**src/rtl/sram_axi_bridge_if.sv**
```systemverilog
// Bundle of the two SRAM-like core ports and the AXI3 master channels.
// The bridge connects through the master modport; the core/AXI-slave side uses slave.
interface sram_axi_bridge_if;
  // instruction SRAM-like port
  logic        inst_sram_req;
  logic [1:0]  inst_sram_size;
  logic [31:0] inst_sram_addr;
  logic        inst_sram_addr_ok;
  logic        inst_sram_data_ok;
  logic [31:0] inst_sram_rdata;
  // data SRAM-like port
  logic        data_sram_req;
  logic        data_sram_wr;
  logic [1:0]  data_sram_size;
  logic [3:0]  data_sram_wstrb;
  logic [31:0] data_sram_addr;
  logic [31:0] data_sram_wdata;
  logic        data_sram_addr_ok;
  logic        data_sram_data_ok;
  logic [31:0] data_sram_rdata;
  // AXI read address
  logic [3:0]  arid;
  logic [31:0] araddr;
  logic [7:0]  arlen;
  logic [2:0]  arsize;
  logic [1:0]  arburst;
  logic [1:0]  arlock;
  logic [3:0]  arcache;
  logic [2:0]  arprot;
  logic        arvalid;
  logic        arready;
  // AXI read data
  logic [3:0]  rid;
  logic [31:0] rdata;
  logic [1:0]  rresp;
  logic        rlast;
  logic        rvalid;
  logic        rready;
  // AXI write address
  logic [3:0]  awid;
  logic [31:0] awaddr;
  logic [7:0]  awlen;
  logic [2:0]  awsize;
  logic [1:0]  awburst;
  logic [1:0]  awlock;
  logic [3:0]  awcache;
  logic [2:0]  awprot;
  logic        awvalid;
  logic        awready;
  // AXI write data
  logic [3:0]  wid;
  logic [31:0] wdata;
  logic [3:0]  wstrb;
  logic        wlast;
  logic        wvalid;
  logic        wready;
  // AXI write response
  logic [3:0]  bid;
  logic [1:0]  bresp;
  logic        bvalid;
  logic        bready;

  modport master (
    input  inst_sram_req, inst_sram_size, inst_sram_addr,
    output inst_sram_addr_ok, inst_sram_data_ok, inst_sram_rdata,
    input  data_sram_req, data_sram_wr, data_sram_size, data_sram_wstrb,
    input  data_sram_addr, data_sram_wdata,
    output data_sram_addr_ok, data_sram_data_ok, data_sram_rdata,
    output arid, araddr, arlen, arsize, arburst, arlock, arcache, arprot, arvalid,
    input  arready,
    input  rid, rdata, rresp, rlast, rvalid,
    output rready,
    output awid, awaddr, awlen, awsize, awburst, awlock, awcache, awprot, awvalid,
    input  awready,
    output wid, wdata, wstrb, wlast, wvalid,
    input  wready,
    input  bid, bresp, bvalid,
    output bready
  );

  modport slave (
    output inst_sram_req, inst_sram_size, inst_sram_addr,
    input  inst_sram_addr_ok, inst_sram_data_ok, inst_sram_rdata,
    output data_sram_req, data_sram_wr, data_sram_size, data_sram_wstrb,
    output data_sram_addr, data_sram_wdata,
    input  data_sram_addr_ok, data_sram_data_ok, data_sram_rdata,
    input  arid, araddr, arlen, arsize, arburst, arlock, arcache, arprot, arvalid,
    output arready,
    output rid, rdata, rresp, rlast, rvalid,
    input  rready,
    input  awid, awaddr, awlen, awsize, awburst, awlock, awcache, awprot, awvalid,
    output awready,
    input  wid, wdata, wstrb, wlast, wvalid,
    output wready,
    output bid, bresp, bvalid,
    input  bready
  );
endinterface

```
**src/rtl/sram_axi_bridge.sv**
```systemverilog
// Merges the IF (read-only) and MEM SRAM-like ports onto one AXI3 master.
// Reads share the AR channel (data has priority), responses are routed by rid.
//
// state   | meaning
// AR_IDLE | AR channel free, one read may be accepted this cycle
// AR_SEND | arvalid held with registered payload until arready
// W_IDLE  | no write in flight, data port may accept a write
// W_SEND  | awvalid and/or wvalid still waiting for its ready
// W_RESP  | both write handshakes done, waiting for bvalid
module sram_axi_bridge (
  input  logic              clk,
  input  logic              resetn,
  sram_axi_bridge_if.master io_bus
);

  typedef enum logic {AR_IDLE, AR_SEND} ar_state_t;
  typedef enum logic [1:0] {W_IDLE, W_SEND, W_RESP} w_state_t;

  localparam logic [3:0] ID_INST = 4'd0;
  localparam logic [3:0] ID_DATA = 4'd1;

  ar_state_t   r_ar_state, w_ar_next;
  w_state_t    r_w_state, w_w_next;
  logic        r_inst_busy, r_data_busy;
  logic [3:0]  r_arid;
  logic [31:0] r_araddr;
  logic [2:0]  r_arsize;
  logic [31:0] r_awaddr;
  logic [2:0]  r_awsize;
  logic [31:0] r_wdata;
  logic [3:0]  r_wstrb;
  logic        r_awvalid, r_wvalid;

  logic w_inst_rd_ok, w_data_rd_ok, w_data_b_ok, w_data_ok;
  logic w_inst_busy, w_data_busy;
  logic w_ar_idle, w_w_idle;
  logic w_inst_acc, w_data_rd_acc, w_data_wr_acc, w_data_acc;
  logic w_aw_pend, w_w_pend;
  logic w_unused;

  // Responses are gated by resetn so nothing completes during a reset cycle.
  assign w_inst_rd_ok = resetn & io_bus.rvalid & (io_bus.rid == ID_INST);
  assign w_data_rd_ok = resetn & io_bus.rvalid & (io_bus.rid == ID_DATA);
  assign w_data_b_ok  = resetn & io_bus.bvalid;
  assign w_data_ok    = w_data_rd_ok | w_data_b_ok;

  // A response in this cycle frees the port, so a new request can be taken at once.
  assign w_inst_busy = r_inst_busy & ~w_inst_rd_ok;
  assign w_data_busy = r_data_busy & ~w_data_ok;

  assign w_ar_idle = (r_ar_state == AR_IDLE);
  assign w_w_idle  = (r_w_state == W_IDLE);

  // Requiring W_IDLE keeps a data read from overtaking an unfinished write.
  assign w_data_rd_acc = resetn & io_bus.data_sram_req & ~io_bus.data_sram_wr
                         & w_ar_idle & ~w_data_busy & w_w_idle;
  assign w_data_wr_acc = resetn & io_bus.data_sram_req & io_bus.data_sram_wr
                         & w_w_idle & ~w_data_busy;
  assign w_inst_acc    = resetn & io_bus.inst_sram_req & w_ar_idle
                         & ~w_inst_busy & ~w_data_rd_acc;
  assign w_data_acc    = w_data_rd_acc | w_data_wr_acc;

  assign io_bus.inst_sram_addr_ok = w_inst_acc;
  assign io_bus.data_sram_addr_ok = w_data_acc;
  assign io_bus.inst_sram_data_ok = w_inst_rd_ok;
  assign io_bus.data_sram_data_ok = w_data_ok;
  assign io_bus.inst_sram_rdata   = io_bus.rdata;
  assign io_bus.data_sram_rdata   = io_bus.rdata;

  assign io_bus.arid    = r_arid;
  assign io_bus.araddr  = r_araddr;
  assign io_bus.arsize  = r_arsize;
  assign io_bus.arvalid = (r_ar_state == AR_SEND);
  assign io_bus.arlen   = 8'd0;
  assign io_bus.arburst = 2'b01;
  assign io_bus.arlock  = 2'b00;
  assign io_bus.arcache = 4'd0;
  assign io_bus.arprot  = 3'd0;
  assign io_bus.rready  = 1'b1;

  assign io_bus.awid    = ID_DATA;
  assign io_bus.awaddr  = r_awaddr;
  assign io_bus.awsize  = r_awsize;
  assign io_bus.awvalid = r_awvalid;
  assign io_bus.awlen   = 8'd0;
  assign io_bus.awburst = 2'b01;
  assign io_bus.awlock  = 2'b00;
  assign io_bus.awcache = 4'd0;
  assign io_bus.awprot  = 3'd0;
  assign io_bus.wid     = ID_DATA;
  assign io_bus.wdata   = r_wdata;
  assign io_bus.wstrb   = r_wstrb;
  assign io_bus.wlast   = 1'b1;
  assign io_bus.wvalid  = r_wvalid;
  assign io_bus.bready  = 1'b1;

  // Response status, burst end and write id carry no information for single beats.
  assign w_unused = ^{io_bus.rresp, io_bus.rlast, io_bus.bid, io_bus.bresp};

  // Outstanding flags: set on accept, clear on the matching data_ok.
  always_ff @(posedge clk) begin
    if (!resetn) begin
      r_inst_busy <= 1'b0;
      r_data_busy <= 1'b0;
    end else begin
      r_inst_busy <= w_inst_acc | w_inst_busy;
      r_data_busy <= w_data_acc | w_data_busy;
    end
  end

  // State registers for both FSMs.
  always_ff @(posedge clk) begin
    if (!resetn) begin
      r_ar_state <= AR_IDLE;
      r_w_state  <= W_IDLE;
    end else begin
      r_ar_state <= w_ar_next;
      r_w_state  <= w_w_next;
    end
  end

  // Read address next state: one accept per idle cycle, hold until arready.
  always_comb begin
    w_ar_next = r_ar_state;
    case (r_ar_state)
      AR_IDLE: if (w_inst_acc | w_data_rd_acc) w_ar_next = AR_SEND;
      AR_SEND: if (io_bus.arready)             w_ar_next = AR_IDLE;
      default: w_ar_next = AR_IDLE;
    endcase
  end

  // Capture the winning read request's payload on accept.
  always_ff @(posedge clk) begin
    if (!resetn) begin
      r_arid   <= 4'd0;
      r_araddr <= 32'd0;
      r_arsize <= 3'd0;
    end else if (w_data_rd_acc) begin
      r_arid   <= ID_DATA;
      r_araddr <= io_bus.data_sram_addr;
      r_arsize <= {1'b0, io_bus.data_sram_size};
    end else if (w_inst_acc) begin
      r_arid   <= ID_INST;
      r_araddr <= io_bus.inst_sram_addr;
      r_arsize <= {1'b0, io_bus.inst_sram_size};
    end
  end

  assign w_aw_pend = r_awvalid & ~io_bus.awready;
  assign w_w_pend  = r_wvalid  & ~io_bus.wready;

  // Write next state: leave W_SEND once neither channel is still pending.
  always_comb begin
    w_w_next = r_w_state;
    case (r_w_state)
      W_IDLE: if (w_data_wr_acc)             w_w_next = W_SEND;
      W_SEND: if (!w_aw_pend && !w_w_pend)   w_w_next = W_RESP;
      W_RESP: if (io_bus.bvalid)             w_w_next = W_IDLE;
      default: w_w_next = W_IDLE;
    endcase
  end

  // Write payload and per-channel valids; each valid drops on its own ready.
  always_ff @(posedge clk) begin
    if (!resetn) begin
      r_awaddr  <= 32'd0;
      r_awsize  <= 3'd0;
      r_wdata   <= 32'd0;
      r_wstrb   <= 4'd0;
      r_awvalid <= 1'b0;
      r_wvalid  <= 1'b0;
    end else if (w_data_wr_acc) begin
      r_awaddr  <= io_bus.data_sram_addr;
      r_awsize  <= {1'b0, io_bus.data_sram_size};
      r_wdata   <= io_bus.data_sram_wdata;
      r_wstrb   <= io_bus.data_sram_wstrb;
      r_awvalid <= 1'b1;
      r_wvalid  <= 1'b1;
    end else begin
      if (io_bus.awready) r_awvalid <= 1'b0;
      if (io_bus.wready)  r_wvalid  <= 1'b0;
    end
  end

  // data_busy allows only one data transaction, so a data read return and a
  // write response can never legally coincide.
  a_no_rd_b_collide: assert property (@(posedge clk) disable iff (!resetn)
    !(io_bus.rvalid && io_bus.rid == ID_DATA && io_bus.bvalid));

endmodule

```
**src/flat_wrapper.sv**
```systemverilog
// flat-port wrapper written by rule: the top's interface ports become plain ports
module sram_axi_bridge_flat 
  (clk, resetn, io_bus_inst_sram_req, io_bus_inst_sram_size, io_bus_inst_sram_addr, io_bus_inst_sram_addr_ok, io_bus_inst_sram_data_ok, io_bus_inst_sram_rdata, io_bus_data_sram_req, io_bus_data_sram_wr, io_bus_data_sram_size, io_bus_data_sram_wstrb, io_bus_data_sram_addr, io_bus_data_sram_wdata, io_bus_data_sram_addr_ok, io_bus_data_sram_data_ok, io_bus_data_sram_rdata, io_bus_arid, io_bus_araddr, io_bus_arlen, io_bus_arsize, io_bus_arburst, io_bus_arlock, io_bus_arcache, io_bus_arprot, io_bus_arvalid, io_bus_arready, io_bus_rid, io_bus_rdata, io_bus_rresp, io_bus_rlast, io_bus_rvalid, io_bus_rready, io_bus_awid, io_bus_awaddr, io_bus_awlen, io_bus_awsize, io_bus_awburst, io_bus_awlock, io_bus_awcache, io_bus_awprot, io_bus_awvalid, io_bus_awready, io_bus_wid, io_bus_wdata, io_bus_wstrb, io_bus_wlast, io_bus_wvalid, io_bus_wready, io_bus_bid, io_bus_bresp, io_bus_bvalid, io_bus_bready);
  sram_axi_bridge_if io_bus_i ();
  input  logic clk;
  input  logic resetn;
  input wire logic [$bits(io_bus_i.inst_sram_req)-1:0] io_bus_inst_sram_req;
  input wire logic [$bits(io_bus_i.inst_sram_size)-1:0] io_bus_inst_sram_size;
  input wire logic [$bits(io_bus_i.inst_sram_addr)-1:0] io_bus_inst_sram_addr;
  output wire logic [$bits(io_bus_i.inst_sram_addr_ok)-1:0] io_bus_inst_sram_addr_ok;
  output wire logic [$bits(io_bus_i.inst_sram_data_ok)-1:0] io_bus_inst_sram_data_ok;
  output wire logic [$bits(io_bus_i.inst_sram_rdata)-1:0] io_bus_inst_sram_rdata;
  input wire logic [$bits(io_bus_i.data_sram_req)-1:0] io_bus_data_sram_req;
  input wire logic [$bits(io_bus_i.data_sram_wr)-1:0] io_bus_data_sram_wr;
  input wire logic [$bits(io_bus_i.data_sram_size)-1:0] io_bus_data_sram_size;
  input wire logic [$bits(io_bus_i.data_sram_wstrb)-1:0] io_bus_data_sram_wstrb;
  input wire logic [$bits(io_bus_i.data_sram_addr)-1:0] io_bus_data_sram_addr;
  input wire logic [$bits(io_bus_i.data_sram_wdata)-1:0] io_bus_data_sram_wdata;
  output wire logic [$bits(io_bus_i.data_sram_addr_ok)-1:0] io_bus_data_sram_addr_ok;
  output wire logic [$bits(io_bus_i.data_sram_data_ok)-1:0] io_bus_data_sram_data_ok;
  output wire logic [$bits(io_bus_i.data_sram_rdata)-1:0] io_bus_data_sram_rdata;
  output wire logic [$bits(io_bus_i.arid)-1:0] io_bus_arid;
  output wire logic [$bits(io_bus_i.araddr)-1:0] io_bus_araddr;
  output wire logic [$bits(io_bus_i.arlen)-1:0] io_bus_arlen;
  output wire logic [$bits(io_bus_i.arsize)-1:0] io_bus_arsize;
  output wire logic [$bits(io_bus_i.arburst)-1:0] io_bus_arburst;
  output wire logic [$bits(io_bus_i.arlock)-1:0] io_bus_arlock;
  output wire logic [$bits(io_bus_i.arcache)-1:0] io_bus_arcache;
  output wire logic [$bits(io_bus_i.arprot)-1:0] io_bus_arprot;
  output wire logic [$bits(io_bus_i.arvalid)-1:0] io_bus_arvalid;
  input wire logic [$bits(io_bus_i.arready)-1:0] io_bus_arready;
  input wire logic [$bits(io_bus_i.rid)-1:0] io_bus_rid;
  input wire logic [$bits(io_bus_i.rdata)-1:0] io_bus_rdata;
  input wire logic [$bits(io_bus_i.rresp)-1:0] io_bus_rresp;
  input wire logic [$bits(io_bus_i.rlast)-1:0] io_bus_rlast;
  input wire logic [$bits(io_bus_i.rvalid)-1:0] io_bus_rvalid;
  output wire logic [$bits(io_bus_i.rready)-1:0] io_bus_rready;
  output wire logic [$bits(io_bus_i.awid)-1:0] io_bus_awid;
  output wire logic [$bits(io_bus_i.awaddr)-1:0] io_bus_awaddr;
  output wire logic [$bits(io_bus_i.awlen)-1:0] io_bus_awlen;
  output wire logic [$bits(io_bus_i.awsize)-1:0] io_bus_awsize;
  output wire logic [$bits(io_bus_i.awburst)-1:0] io_bus_awburst;
  output wire logic [$bits(io_bus_i.awlock)-1:0] io_bus_awlock;
  output wire logic [$bits(io_bus_i.awcache)-1:0] io_bus_awcache;
  output wire logic [$bits(io_bus_i.awprot)-1:0] io_bus_awprot;
  output wire logic [$bits(io_bus_i.awvalid)-1:0] io_bus_awvalid;
  input wire logic [$bits(io_bus_i.awready)-1:0] io_bus_awready;
  output wire logic [$bits(io_bus_i.wid)-1:0] io_bus_wid;
  output wire logic [$bits(io_bus_i.wdata)-1:0] io_bus_wdata;
  output wire logic [$bits(io_bus_i.wstrb)-1:0] io_bus_wstrb;
  output wire logic [$bits(io_bus_i.wlast)-1:0] io_bus_wlast;
  output wire logic [$bits(io_bus_i.wvalid)-1:0] io_bus_wvalid;
  input wire logic [$bits(io_bus_i.wready)-1:0] io_bus_wready;
  input wire logic [$bits(io_bus_i.bid)-1:0] io_bus_bid;
  input wire logic [$bits(io_bus_i.bresp)-1:0] io_bus_bresp;
  input wire logic [$bits(io_bus_i.bvalid)-1:0] io_bus_bvalid;
  output wire logic [$bits(io_bus_i.bready)-1:0] io_bus_bready;
  assign io_bus_i.inst_sram_req = io_bus_inst_sram_req;
  assign io_bus_i.inst_sram_size = io_bus_inst_sram_size;
  assign io_bus_i.inst_sram_addr = io_bus_inst_sram_addr;
  assign io_bus_inst_sram_addr_ok = io_bus_i.inst_sram_addr_ok;
  assign io_bus_inst_sram_data_ok = io_bus_i.inst_sram_data_ok;
  assign io_bus_inst_sram_rdata = io_bus_i.inst_sram_rdata;
  assign io_bus_i.data_sram_req = io_bus_data_sram_req;
  assign io_bus_i.data_sram_wr = io_bus_data_sram_wr;
  assign io_bus_i.data_sram_size = io_bus_data_sram_size;
  assign io_bus_i.data_sram_wstrb = io_bus_data_sram_wstrb;
  assign io_bus_i.data_sram_addr = io_bus_data_sram_addr;
  assign io_bus_i.data_sram_wdata = io_bus_data_sram_wdata;
  assign io_bus_data_sram_addr_ok = io_bus_i.data_sram_addr_ok;
  assign io_bus_data_sram_data_ok = io_bus_i.data_sram_data_ok;
  assign io_bus_data_sram_rdata = io_bus_i.data_sram_rdata;
  assign io_bus_arid = io_bus_i.arid;
  assign io_bus_araddr = io_bus_i.araddr;
  assign io_bus_arlen = io_bus_i.arlen;
  assign io_bus_arsize = io_bus_i.arsize;
  assign io_bus_arburst = io_bus_i.arburst;
  assign io_bus_arlock = io_bus_i.arlock;
  assign io_bus_arcache = io_bus_i.arcache;
  assign io_bus_arprot = io_bus_i.arprot;
  assign io_bus_arvalid = io_bus_i.arvalid;
  assign io_bus_i.arready = io_bus_arready;
  assign io_bus_i.rid = io_bus_rid;
  assign io_bus_i.rdata = io_bus_rdata;
  assign io_bus_i.rresp = io_bus_rresp;
  assign io_bus_i.rlast = io_bus_rlast;
  assign io_bus_i.rvalid = io_bus_rvalid;
  assign io_bus_rready = io_bus_i.rready;
  assign io_bus_awid = io_bus_i.awid;
  assign io_bus_awaddr = io_bus_i.awaddr;
  assign io_bus_awlen = io_bus_i.awlen;
  assign io_bus_awsize = io_bus_i.awsize;
  assign io_bus_awburst = io_bus_i.awburst;
  assign io_bus_awlock = io_bus_i.awlock;
  assign io_bus_awcache = io_bus_i.awcache;
  assign io_bus_awprot = io_bus_i.awprot;
  assign io_bus_awvalid = io_bus_i.awvalid;
  assign io_bus_i.awready = io_bus_awready;
  assign io_bus_wid = io_bus_i.wid;
  assign io_bus_wdata = io_bus_i.wdata;
  assign io_bus_wstrb = io_bus_i.wstrb;
  assign io_bus_wlast = io_bus_i.wlast;
  assign io_bus_wvalid = io_bus_i.wvalid;
  assign io_bus_i.wready = io_bus_wready;
  assign io_bus_i.bid = io_bus_bid;
  assign io_bus_i.bresp = io_bus_bresp;
  assign io_bus_i.bvalid = io_bus_bvalid;
  assign io_bus_bready = io_bus_i.bready;
  sram_axi_bridge u_core (.clk(clk), .resetn(resetn), .io_bus(io_bus_i));
endmodule
```
**config.mk**
```make
export PLATFORM = sky130hd
export DESIGN_NAME = sram_axi_bridge_flat
export DESIGN_NICKNAME = d
export VERILOG_FILES = /design/src/rtl/sram_axi_bridge_if.sv /design/src/rtl/sram_axi_bridge.sv /design/src/flat_wrapper.sv
export SDC_FILE = /design/constraint.sdc
export NUM_CORES = 1
export LEC_CHECK = 0
export ABC_AREA = 1
export BUFFER_PORTS_ARGS = -buffer_cell sky130_fd_sc_hd__buf_2
export CAP_MARGIN = 20
export CORE_AREA = 2 2 152 154
export DETAILED_ROUTE_END_ITERATION = 10
export DIE_AREA = 0 0 154 156
export GPL_TIMING_DRIVEN = 0
export HOLD_SLACK_MARGIN = 0.05
export PLACE_DENSITY = 0.51
export SYNTH_ARGS = -nofsm -noshare
export SYNTH_HDL_FRONTEND = slang
export SYNTH_SLANG_ARGS = --single-unit
```
**constraint.sdc**
```tcl
create_clock -name clk -period 2 [get_ports clk]
set_clock_uncertainty 0.1 [all_clocks]
set_input_delay 0.2 -clock clk [delete_from_list [all_inputs] [get_ports clk]]
set_output_delay 0.2 -clock clk [all_outputs]
set_load 0.05 [all_outputs]
```
==> results.md <==
* Initial Utilization at 0.247
* Ratio of final minimum period to clock period at 0.970
* Data required time of the critical path at 1.70 ns
* Syn Area/Cell at about 7.3 um^2
* Post-route worst setup slack at between 0.06 and 0.07 ns
* Primary FF master, synth: dfxtp_1
* Clock insertion delay at the later pin of the skew report at between 0.3 and 0.4 ns
* Outcome: finished clean
* Setup repair after global routing missed its margin: no
* Maximum number of pins on one net before global-route repair at 20
* Core region area at 22,400 um^2
* Maximum clock insertion buffer count at 2
* Cell count of the worst hold path at 5
* Number of I/O pins at 389
* Register area share after synthesis at 0.407
* Number of antenna violations at the first check in global routing at 0
* Largest voltage drop on the vdd net at 0.000379 V
* Headroom to the max-slew limit at 0.567
* Remaining Overflow, GRT at 0
* Category of the worst setup path launch point: register
* Wire length of the first global-routing pass at 33,200 um
* Number of fillers in the final layout at 2,402
* DP Cell Count at 1,383
* Crit. End Element: primary output
* Number of enable flip-flop cells after synthesis at 0
* Number of antenna diodes at 0
* Number of clock buffers inserted by TritonCTS at 9
* Chip Height at between 150 and 200 um
* Kind of path behind the tightest hold check: input port to register
* Leakage power total at 4.97 nW
* Routed met2 length at between 10,000 and 15,000 um
* Synthesized netlist cell count at 753
* Peak fanout along the critical path at 19
* Area Overhead vs Synth at 57.7%
* Synthesized flop and latch total at 112
* Detailed-route DRC error count at 0
* DIE AREA at 24,000 um^2
* Share of cells above drive strength 1 at 0.393
* Worst Path Class, Setup: register to primary output
* DRT antenna net count at 0
* Placed Instance Area at 7540 um^2
* Yosys synthesis warning count at 0
* DRT Wirelength at 22,900 um
* Nets at around 1,400
* Final max-slew violation count at 0
* Setup slack at placement at -0.807 ns
* Fin crit period at 1.94 ns
* Maximum level of the CTS H-tree at 3
* Worst slew pin tran at 0.649 ns
* Total Power Consumption at 6.37 mW
* Most common cell in the synthesized netlist: nand3_1
* Met3 routed wirelength at 1650 um
* Via count at between 6,000 and 7,000
* Power density over the cells at 732 nW/um^2
* Most instantiated cells after synthesis: nand3_1, buf_4, nand2_1
* Horiz. Die Dim at 154 um
* Starting DRC count in detailed routing at 230
* Total clock sinks at 112
* Maximum Capacitance Violations at 0
* Metal-1 WL at 9350 um
* Count of different cell masters after synthesis at 21
* Portion of synthesized cell area occupied by the leading cell type at 0.407
* Number of standard cells in the final layout excluding fillers at 1,482
* Worst-path clk slew at ~0.080 ns
* Count of input and output buffers at slightly below 300
* Post-synth ARST share at 0
* Post-route design area at around 8700 um^2
* Final weighted congestion in routability-driven placement at 0.761
* Worst EP arrival at 1.64 ns
* Root Buffer: clkbuf_16
* Routed length per placed instance at 15.4 um
* Total negative slack for setup checks at 0 ns
* Worst R2R Path Depth at 9
* CTS tree: built
* Top area cells in the synthesized netlist: dfxtp_1, nand3_1, buf_4, nand2_1, inv_1
* Detailed placer's ending HPWL at 17,100 um
* Via-to-Cell Ratio at 4.25
* Top achievable clock speed at between 500 and 600 MHz
* First-pass DRT Iterations at 5
* Number of global-route vias before repair at 5,926
* Final hold violation count at 0
* Synthesized cell area at 5520 um^2
* Number of rows created at floorplan at 55
* All-layer global routing usage at 0.180
* Setup violations, final at 0
* Uppermost metal layer occupied by signal nets: met4
* Leading area contributor after synthesis: dfxtp_1
-- timing repair --
action / 4_1_cts / 5_1_grt
hold buffers: 81 / 0
gates cloned: 0 / 0
pin swaps: 2 / 2
gates resized for setup: 14 / 6
endpoints found under the hold margin: 81 / 0
buffers inserted: 4 / 1
setup endpoints to repair: 89 / 17
-- logic make-up (layout without fill, tap and decap cells) --
logic type / count (synthesis) / count (layout) / synth area share
DFF: 112 / 112 / 0.407
and+or+nand+nor: 410 / 410 / 0.347
other: 2 / 54 / 0.00136
buffers and inverters: 220 / 612 / 0.235
AOI/OAI and AO/OA: 9 / 9 / 0.0102
-- state kept, by name, indices dropped and copies added (netlist names) --
signal / cells
u_core.io_bus.araddr: 32
u_core.io_bus.awaddr: 32
u_core.io_bus.wdata: 32
u_core.io_bus.wstrb: 4
u_core.io_bus.arsize: 2
u_core.io_bus.awsize: 2
u_core.r_w_state: 2
u_core.io_bus.arid: 1
u_core.io_bus.arvalid: 1
u_core.io_bus.awvalid: 1
u_core.io_bus.wvalid: 1
u_core.r_data_busy: 1
u_core.r_inst_busy: 1
-- cell type report --
type	instances	area [um^2]	share of cell area
Buffer	170	1130	0.130
Clock buffer	9	225	0.0259
Clock inverter	6	45.0	0.00518
Inverter	48	180	0.0207
Multi-Input combinational cell	473	2200	0.252
Sequential cell	112	2240	0.258
Tap cell	285	357	0.0410
Timing Repair Buffer	379	2320	0.267
-- critical path: stages, from the launching register on --
cell,delay [ns]
dfxtp_1,0.35
inv_2,0.06
nand3_2,0.11
nor2_4,0.20
nand2_2,0.11
buf_8,0.19
nand2_1,0.09
buf_6,0.16
-- metrics by stage --
stage | hold WS [ns] | utilization
detailed placement | 0.330 | 0.337
global route | 0.0826 | 0.389
CTS | 0.0501 | 0.388
floorplan | 0.239 | -
global placement | 0.323 | 0.337
finish | 0.0658 | 0.389
-- power by group --
| part | switching [mW] | internal (mW) |
|---|---|---|
| clock network | 0.907 | 0.851 |
| registers | 0.0746 | 2.37 |
| logic | 1.52 | 0.642 |
| total | 2.50 | 3.87 |
-- layer usage --
metal | vias up | GRT usage
met2 | 251 | 0.334
met1 | 2855 | 0.207
met3 | 14 | 0.0461
met4 | 0 | 0.0374
li1 | 3182 | -
met5 | - | 0
-- layout by cell type, fill, tap and decap left out, drive strengths merged --
cell type	n
a211oi	1
a21oi	3
buf	442
clkbuf	35
clkinv	5
conb	54
dfxtp	112
dlygate4sd3	81
inv	49
nand2	120
nand3	282
nor2	7
nor3	1
o211ai	2
o21ai	3
-- final timing paths --
check                                             from                                    end  slack [ns]
setup / recovery      u_core.r_w_state[1]$_SDFFE_PN0P_               io_bus_data_sram_addr_ok        0.06
hold / removal               io_bus_inst_sram_addr[13]  u_core.io_bus.araddr[13]$_SDFFE_PN0P_        0.07
setup reg to reg      u_core.r_w_state[1]$_SDFFE_PN0P_  u_core.io_bus.araddr[18]$_SDFFE_PN0P_        0.12
hold reg to reg   u_core.io_bus.awaddr[2]$_SDFFE_PN0P_   u_core.io_bus.awaddr[2]$_SDFFE_PN0P_        0.36
Power figures use the tool's default switching activity.
